--- src/rtl/square_game_engine.sv ---
// Square game core: position, motion tick, game FSM and pixel render.
// One registered RGB pixel per clock from the sync generator's coordinates.
module square_game_engine #(
  parameter int H_RES     = 640,
  parameter int V_RES     = 480,
  parameter int SQ_SIZE   = 18,
  parameter int HOLE_X    = 300,
  parameter int HOLE_Y    = 198,
  parameter int HOLE_SIZE = 20,
  parameter int START_X   = 0,
  parameter int START_Y   = 200,
  parameter int TICK_DIV  = 310000,
  parameter int STEP      = 1,
  parameter int EDGE_MODE = 0
) (
  input  logic       clk,
  input  logic       rst,
  input  logic [9:0] x_px,
  input  logic [9:0] y_px,
  input  logic       activevideo,
  input  logic       btn_up,
  input  logic       btn_dn,
  input  logic       btn_lt,
  input  logic       btn_rt,
  input  logic       start,
  output logic [9:0] sq_x,
  output logic [9:0] sq_y,
  output logic [1:0] state,
  output logic       win,
  output logic [3:0] pix_r,
  output logic [3:0] pix_g,
  output logic [3:0] pix_b
);

  localparam int CW = (TICK_DIV > 1) ? $clog2(TICK_DIV) : 1;

  localparam logic [10:0] X_MAX  = 11'(H_RES - SQ_SIZE);
  localparam logic [10:0] Y_MAX  = 11'(V_RES - SQ_SIZE);
  localparam logic [10:0] STP    = 11'(STEP);
  localparam logic [10:0] SQ     = 11'(SQ_SIZE);
  localparam logic [10:0] HX0    = 11'(HOLE_X);
  localparam logic [10:0] HY0    = 11'(HOLE_Y);
  localparam logic [10:0] HX1    = 11'(HOLE_X + HOLE_SIZE);
  localparam logic [10:0] HY1    = 11'(HOLE_Y + HOLE_SIZE);
  localparam logic [10:0] IX0    = 11'(HOLE_X + 2);
  localparam logic [10:0] IY0    = 11'(HOLE_Y + 2);
  localparam logic [10:0] IX1    = 11'(HOLE_X + HOLE_SIZE - 2);
  localparam logic [10:0] IY1    = 11'(HOLE_Y + HOLE_SIZE - 2);

  typedef enum logic [1:0] {
    S_IDLE = 2'd0,
    S_RUN  = 2'd1,
    S_WIN  = 2'd2
  } st_t;

  typedef enum logic [1:0] {
    D_UP = 2'd0,
    D_DN = 2'd1,
    D_LT = 2'd2,
    D_RT = 2'd3
  } dir_t;

  st_t         st;
  dir_t        dir;
  dir_t        dir_s;
  dir_t        ndir;
  logic [CW-1:0] cnt;
  logic        tick;
  logic [9:0]  nx;
  logic [9:0]  ny;
  logic [10:0] x_w;
  logic [10:0] y_w;
  logic [10:0] x_inc;
  logic [10:0] y_inc;
  logic        hit;
  logic [10:0] px_w;
  logic [10:0] py_w;
  logic        in_sq;
  logic        in_hole;
  logic        in_inner;

  assign state = st;
  assign tick  = (cnt == CW'(TICK_DIV - 1));
  assign x_w   = {1'b0, sq_x};
  assign y_w   = {1'b0, sq_y};
  assign x_inc = x_w + STP;
  assign y_inc = y_w + STP;
  assign px_w  = {1'b0, x_px};
  assign py_w  = {1'b0, y_px};

  // Free-running motion tick divider.
  always_ff @(posedge clk or posedge rst) begin
    if (rst) begin
      cnt <= '0;
    end else if (tick) begin
      cnt <= '0;
    end else begin
      cnt <= cnt + CW'(1);
    end
  end

  // Button sample with up > down > left > right priority.
  always_comb begin
    dir_s = dir;
    priority case (1'b1)
      btn_up:  dir_s = D_UP;
      btn_dn:  dir_s = D_DN;
      btn_lt:  dir_s = D_LT;
      btn_rt:  dir_s = D_RT;
      default: dir_s = dir;
    endcase
  end

  // Next position along the sampled axis, with wrap or bounce at edges.
  always_comb begin
    nx   = sq_x;
    ny   = sq_y;
    ndir = dir_s;
    case (dir_s)
      D_RT: begin
        if (x_inc > X_MAX) begin
          if (EDGE_MODE == 0) begin
            nx = '0;
          end else begin
            nx   = X_MAX[9:0];
            ndir = D_LT;
          end
        end else begin
          nx = x_inc[9:0];
        end
      end
      D_LT: begin
        if (x_w < STP) begin
          if (EDGE_MODE == 0) begin
            nx = X_MAX[9:0];
          end else begin
            nx   = '0;
            ndir = D_RT;
          end
        end else begin
          nx = sq_x - STP[9:0];
        end
      end
      D_DN: begin
        if (y_inc > Y_MAX) begin
          if (EDGE_MODE == 0) begin
            ny = '0;
          end else begin
            ny   = Y_MAX[9:0];
            ndir = D_UP;
          end
        end else begin
          ny = y_inc[9:0];
        end
      end
      default: begin
        if (y_w < STP) begin
          if (EDGE_MODE == 0) begin
            ny = Y_MAX[9:0];
          end else begin
            ny   = '0;
            ndir = D_DN;
          end
        end else begin
          ny = sq_y - STP[9:0];
        end
      end
    endcase
  end

  // Square fully inside the hole, from the registered position.
  assign hit = (x_w >= HX0) && (x_w + SQ <= HX1) &&
               (y_w >= HY0) && (y_w + SQ <= HY1);

  // Game FSM: start, motion on tick, win on hit, position frozen in WIN.
  always_ff @(posedge clk or posedge rst) begin
    if (rst) begin
      st   <= S_IDLE;
      sq_x <= 10'(START_X);
      sq_y <= 10'(START_Y);
      dir  <= D_RT;
      win  <= 1'b0;
    end else begin
      case (st)
        S_IDLE: begin
          if (start) begin
            st   <= S_RUN;
            sq_x <= 10'(START_X);
            sq_y <= 10'(START_Y);
            dir  <= D_RT;
          end
        end
        S_RUN: begin
          if (hit) begin
            st  <= S_WIN;
            win <= 1'b1;
          end else if (tick) begin
            sq_x <= nx;
            sq_y <= ny;
            dir  <= ndir;
          end
        end
        S_WIN: begin
          if (start) begin
            st  <= S_IDLE;
            win <= 1'b0;
          end
        end
        default: begin
          st  <= S_IDLE;
          win <= 1'b0;
        end
      endcase
    end
  end

  assign in_sq = (px_w >= x_w) && (px_w < x_w + SQ) &&
                 (py_w >= y_w) && (py_w < y_w + SQ);

  assign in_hole = (px_w >= HX0) && (px_w < HX1) &&
                   (py_w >= HY0) && (py_w < HY1);

  assign in_inner = (px_w >= IX0) && (px_w < IX1) &&
                    (py_w >= IY0) && (py_w < IY1);

  // Pixel colour: square over hole ring over black; blank outside video.
  always_ff @(posedge clk or posedge rst) begin
    if (rst) begin
      pix_r <= '0;
      pix_g <= '0;
      pix_b <= '0;
    end else begin
      pix_b <= '0;
      if (!activevideo) begin
        pix_r <= '0;
        pix_g <= '0;
      end else if (in_sq) begin
        pix_r <= 4'd8;
        pix_g <= (st == S_WIN) ? 4'd8 : 4'd0;
      end else if (in_hole && !in_inner) begin
        pix_r <= '0;
        pix_g <= 4'd8;
      end else begin
        pix_r <= '0;
        pix_g <= '0;
      end
    end
  end

endmodule
--- config.mk ---
export PLATFORM = sky130hd
export DESIGN_NAME = square_game_engine
export DESIGN_NICKNAME = d
export VERILOG_FILES = /design/src/rtl/square_game_engine.sv
export SDC_FILE = /design/constraint.sdc
export NUM_CORES = 1
export LEC_CHECK = 0
export BUFFER_PORTS_ARGS = -buffer_cell sky130_fd_sc_hd__buf_2
export CORE_MARGIN = 5
export CORE_UTILIZATION = 35
export CTS_BUF_LIST = sky130_fd_sc_hd__clkbuf_8 sky130_fd_sc_hd__clkbuf_16
export DETAILED_ROUTE_END_ITERATION = 10
export PLACE_DENSITY = 0.57
export SYNTH_ARGS = -nofsm -noshare
export SYNTH_HDL_FRONTEND = slang
export SYNTH_SLANG_ARGS = --single-unit
--- constraint.sdc ---
create_clock -name clk -period 3.9 [get_ports clk]
set_clock_uncertainty 0.1 [all_clocks]
set_input_delay 0.39 -clock clk [delete_from_list [all_inputs] [get_ports clk]]
set_output_delay 0.39 -clock clk [all_outputs]
set_load 0.02 [all_outputs]
==> results.py <==
metrics = {
    "placement": {
        "hpwl_mm": 10.2,
        "gp_congestion": 0.837,
        "place_ws_ns": 0.697,
        "place_area_mm2": 0.00510,
        "port_buffers": 52,
    },
    "worst_hold_path": {
        "hold_class": "in -> async",
    },
    "cells_and_area": {
        "layout-drive-gt1-share_pct": 15.1,
        "nNetsFinal": 702,
        "antenna_cells": 0,
        "finalInstanceArea_mm2": 0.00527,
        "areaGrowthSynthToFinish_pct": 10.4,
    },
    "clocking": {
        "ctsHoldBuffers": 0,
        "cts_resized": 0,
        "tritoncts": "done",
        "cts-root-buf": "clkbuf_16",
        "cts_buffer_depth": 2,
        "htreeDepth": 2,
        "insertion_delay_ns": 0.30,
        "numCtsBuffers": 5,
        "post_cts_buffers": 0,
        "clkSlewWorstSetupHoldPaths_ns": 0.07,
        "clock-sinks": 46,
    },
    "flow_run": {
        "cap_violations": 0,
    },
    "floorplan": {
        "ios": 63,
        "dieArea_mm2": 0.0161,
        "start_util_pct": 35.9,
        "die_w_um": 127,
        "rows": 42,
        "fp.dieH_um": 127,
        "core_mm2": 0.0133,
    },
    "logic_synthesis": {
        "synth.distinct_cells": 75,
        "seq_area_frac_synth_pct": 24.2,
        "ys_ff_latch": 46,
        "synth-edff-count": 0,
        "synth_flop_cell": "dfrtp_1",
        "synthArstFlopShare_pct": 100,
        "netlist_instances": 586,
        "avgSynthCellArea_um2": 8.15,
        "netlist_area_mm2": 0.00477,
        "ys_warn_count": 0,
    },
    "global_route": {
        "grt_max_degree": 47,
        "antenna_found_initial": 0,
        "grtUsageTotal_pct": 16.4,
        "grt-ovfl-total": 0,
        "grt_pass1_vias": 4438,
        "grt_pass1_wl_mm": 22.0,
    },
    "routing": {
        "via_per_inst": 5.57,
        "drcViolationCount": 0,
        "drtIter0Drc": 342,
        "wl_mm": 13.1,
        "ant_nets": 0,
        "vias": 4443,
        "dr.pass1.iters": 5,
        "wl_per_cell_um": 16.4,
    },
    "setup_path": {
        "crit_path_max_fanout": 13,
        "startpoint": "sq_x[2]",
        "worstSetupEndpoint": "pix_g[3]",
        "endpoint_kind": "flip-flop",
        "cp.required_ns": 3.97,
        "r2r_cells": 12,
        "path_class": "reg -> reg",
        "reg2reg_slack_ns": 0.65,
        "critPathArrivalTime_ns": 3.32,
        "start_kind": "flip-flop",
        "worstReg2RegEnd": "pix_g[3]",
        "reg2reg_from": "sq_x[2]",
    },
    "sta": {
        "min_period_ns": 3.25,
        "fmax_mhz": 308,
        "postLayoutSetupSlackWorst_ns": 0.650,
        "tightest_slew_ns": 1.03,
        "rsz0062_at_grt": "false",
        "slew_viol_final": 0,
        "hold_violations": 0,
        "tns_ns": 0,
        "finalCritPeriodShare_pct": 83.3,
        "slew_headroom_pct": 31.0,
        "setup-violations-final": 0,
    },
    "run_status": {
        "status": "finished, final reports clean",
    },
    "pwr": {
        "p_leak_nw": 2.36,
        "ir_drop_mv": 0.156,
        "power-per-cell-area_mw_per_mm2": 248,
    },
}
where the power goes:
part / total [mW] / internal [mW] / switching, mW
sequential: 0.524 / 0.491 / 0.0329
clock: 0.504 / 0.304 / 0.200
combinational: 0.276 / 0.110 / 0.166
total: 1.30 / 0.905 / 0.399
cell usage in the layout (no fill, tap or decap), types with 12 or more instances in the layout:
cell,n
a21oi_1,29
buf_2,52
dfrtp_1,41
ha_1,54
inv_1,27
nand2_1,40
nand3_1,29
nand4_1,12
nor2_1,53
nor3_1,23
o211ai_1,13
o21ai_0,19
o21ai_1,17
xnor2_1,24
xor2_1,12
cell families (layout without fill, tap and decap cells):
| group | count (synthesis) | in the layout | share of synthesized area (%) |
|---|---|---|---|
| AND/OR/NAND/NOR | 217 | 217 | 24.3 |
| AO/OA/AOI/OAI | 157 | 157 | 22.7 |
| buffers and inverters | 71 | 97 | 7.10 |
| adder cells (fa/ha/maj) | 54 | 54 | 14.2 |
| flip-flops | 46 | 46 | 24.2 |
| XOR/XNOR | 36 | 36 | 6.60 |
| multiplexers | 4 | 4 | 0.839 |
| other | 1 | 10 | 0.0785 |
critical path: stages, from the launching register on:
cell and delay (ns):
dfrtp_1 0.56, ha_1 0.40, a21oi_1 0.18, nor2_2 0.21
xnor2_1 0.17, inv_1 0.07, ha_1 0.30, a21o_1 0.19
a211o_1 0.30, nor3_1 0.19, a2111o_1 0.13, o2111ai_1 0.16
mux2i_1 0.15
area by class of cell:
type | instances | area, um2
Sequential cell | 46 | 1160
Tap cell | 176 | 220
Fill cell | 1371 | 8030
Timing Repair Buffer | 55 | 283
Multi-Input combinational cell | 478 | 3310
Inverter | 34 | 128
Clock buffer | 5 | 125
Clock inverter | 3 | 43.8
routing by layer:
layer,GRT usage (%),up-vias,part of all wire [%]
met5,0,-,0
met2,26.8,114,47
met4,4.79,0,1.6
li1,-,2198,-
met3,3.11,22,4.9
met1,22.1,2109,46
synth_stat cells (4+ instances only):
| master | count | area [um2] |
|---|---|---|
| a31oi_1 | 6 | 37.5 |
| o21ai_1 | 17 | 85.1 |
| a21o_1 | 11 | 82.6 |
| a2111oi_0 | 4 | 35.0 |
| buf_4 | 14 | 105 |
| inv_1 | 28 | 105 |
| nand4b_1 | 5 | 43.8 |
| nand4_1 | 12 | 75.1 |
| buf_2 | 9 | 45.0 |
| ha_1 | 54 | 676 |
| dfstp_2 | 5 | 131 |
| nor2_1 | 53 | 199 |
| nor3_1 | 23 | 115 |
| xor2_1 | 12 | 105 |
| o21ai_0 | 19 | 95.1 |
| or2_2 | 4 | 25.0 |
| o211ai_1 | 13 | 97.6 |
| mux2i_1 | 4 | 40.0 |
| o31ai_1 | 4 | 30.0 |
| nand3_1 | 29 | 145 |
| nor2b_1 | 6 | 37.5 |
| nand2b_1 | 6 | 37.5 |
| or3_1 | 5 | 31.3 |
| inv_2 | 6 | 22.5 |
| nand2_1 | 40 | 150 |
| and3_1 | 8 | 50.1 |
| nor4_1 | 4 | 25.0 |
| o21a_1 | 6 | 45.0 |
| xnor2_1 | 24 | 210 |
| a22o_1 | 5 | 43.8 |
| dfrtp_1 | 41 | 1030 |
| a21oi_1 | 29 | 145 |
| clkbuf_1 | 12 | 45.0 |
worst min-delay path by stage:
stage,startpoint,end,slack (ns),cells after the start
floorplan,cnt[0],cnt[0],0.32,1
detailed placement,cnt[0],cnt[0],0.34,1
CTS,rst,sq_y[0],0.28,2
global placement,cnt[0],cnt[0],0.34,1
global route,rst,cnt[3],0.34,2
finish,rst,sq_y[0],0.24,2
per-stage QoR:
| step | power [mW] | util [%] | std cells | hold WS (ns) |
|---|---|---|---|---|
| after detailed placement | 0.807 | 38.4 | 789 | 0.343 |
| final | 1.30 | 39.6 | 797 | 0.242 |
| after CTS | 1.32 | 39.6 | 797 | 0.284 |
| after floorplan | 0.727 | - | 595 | 0.324 |
| after global routing | 1.38 | 39.6 | 797 | 0.344 |
| after global placement | 0.799 | 38.4 | 789 | 0.339 |
state kept, by name (all words and copies together), names as in the netlist:
signal  cells
cnt        19
sq_x       10
sq_y       10
dir         2
state       2
pix_g       1
pix_r       1
win         1
Power figures use the tool's default switching activity.
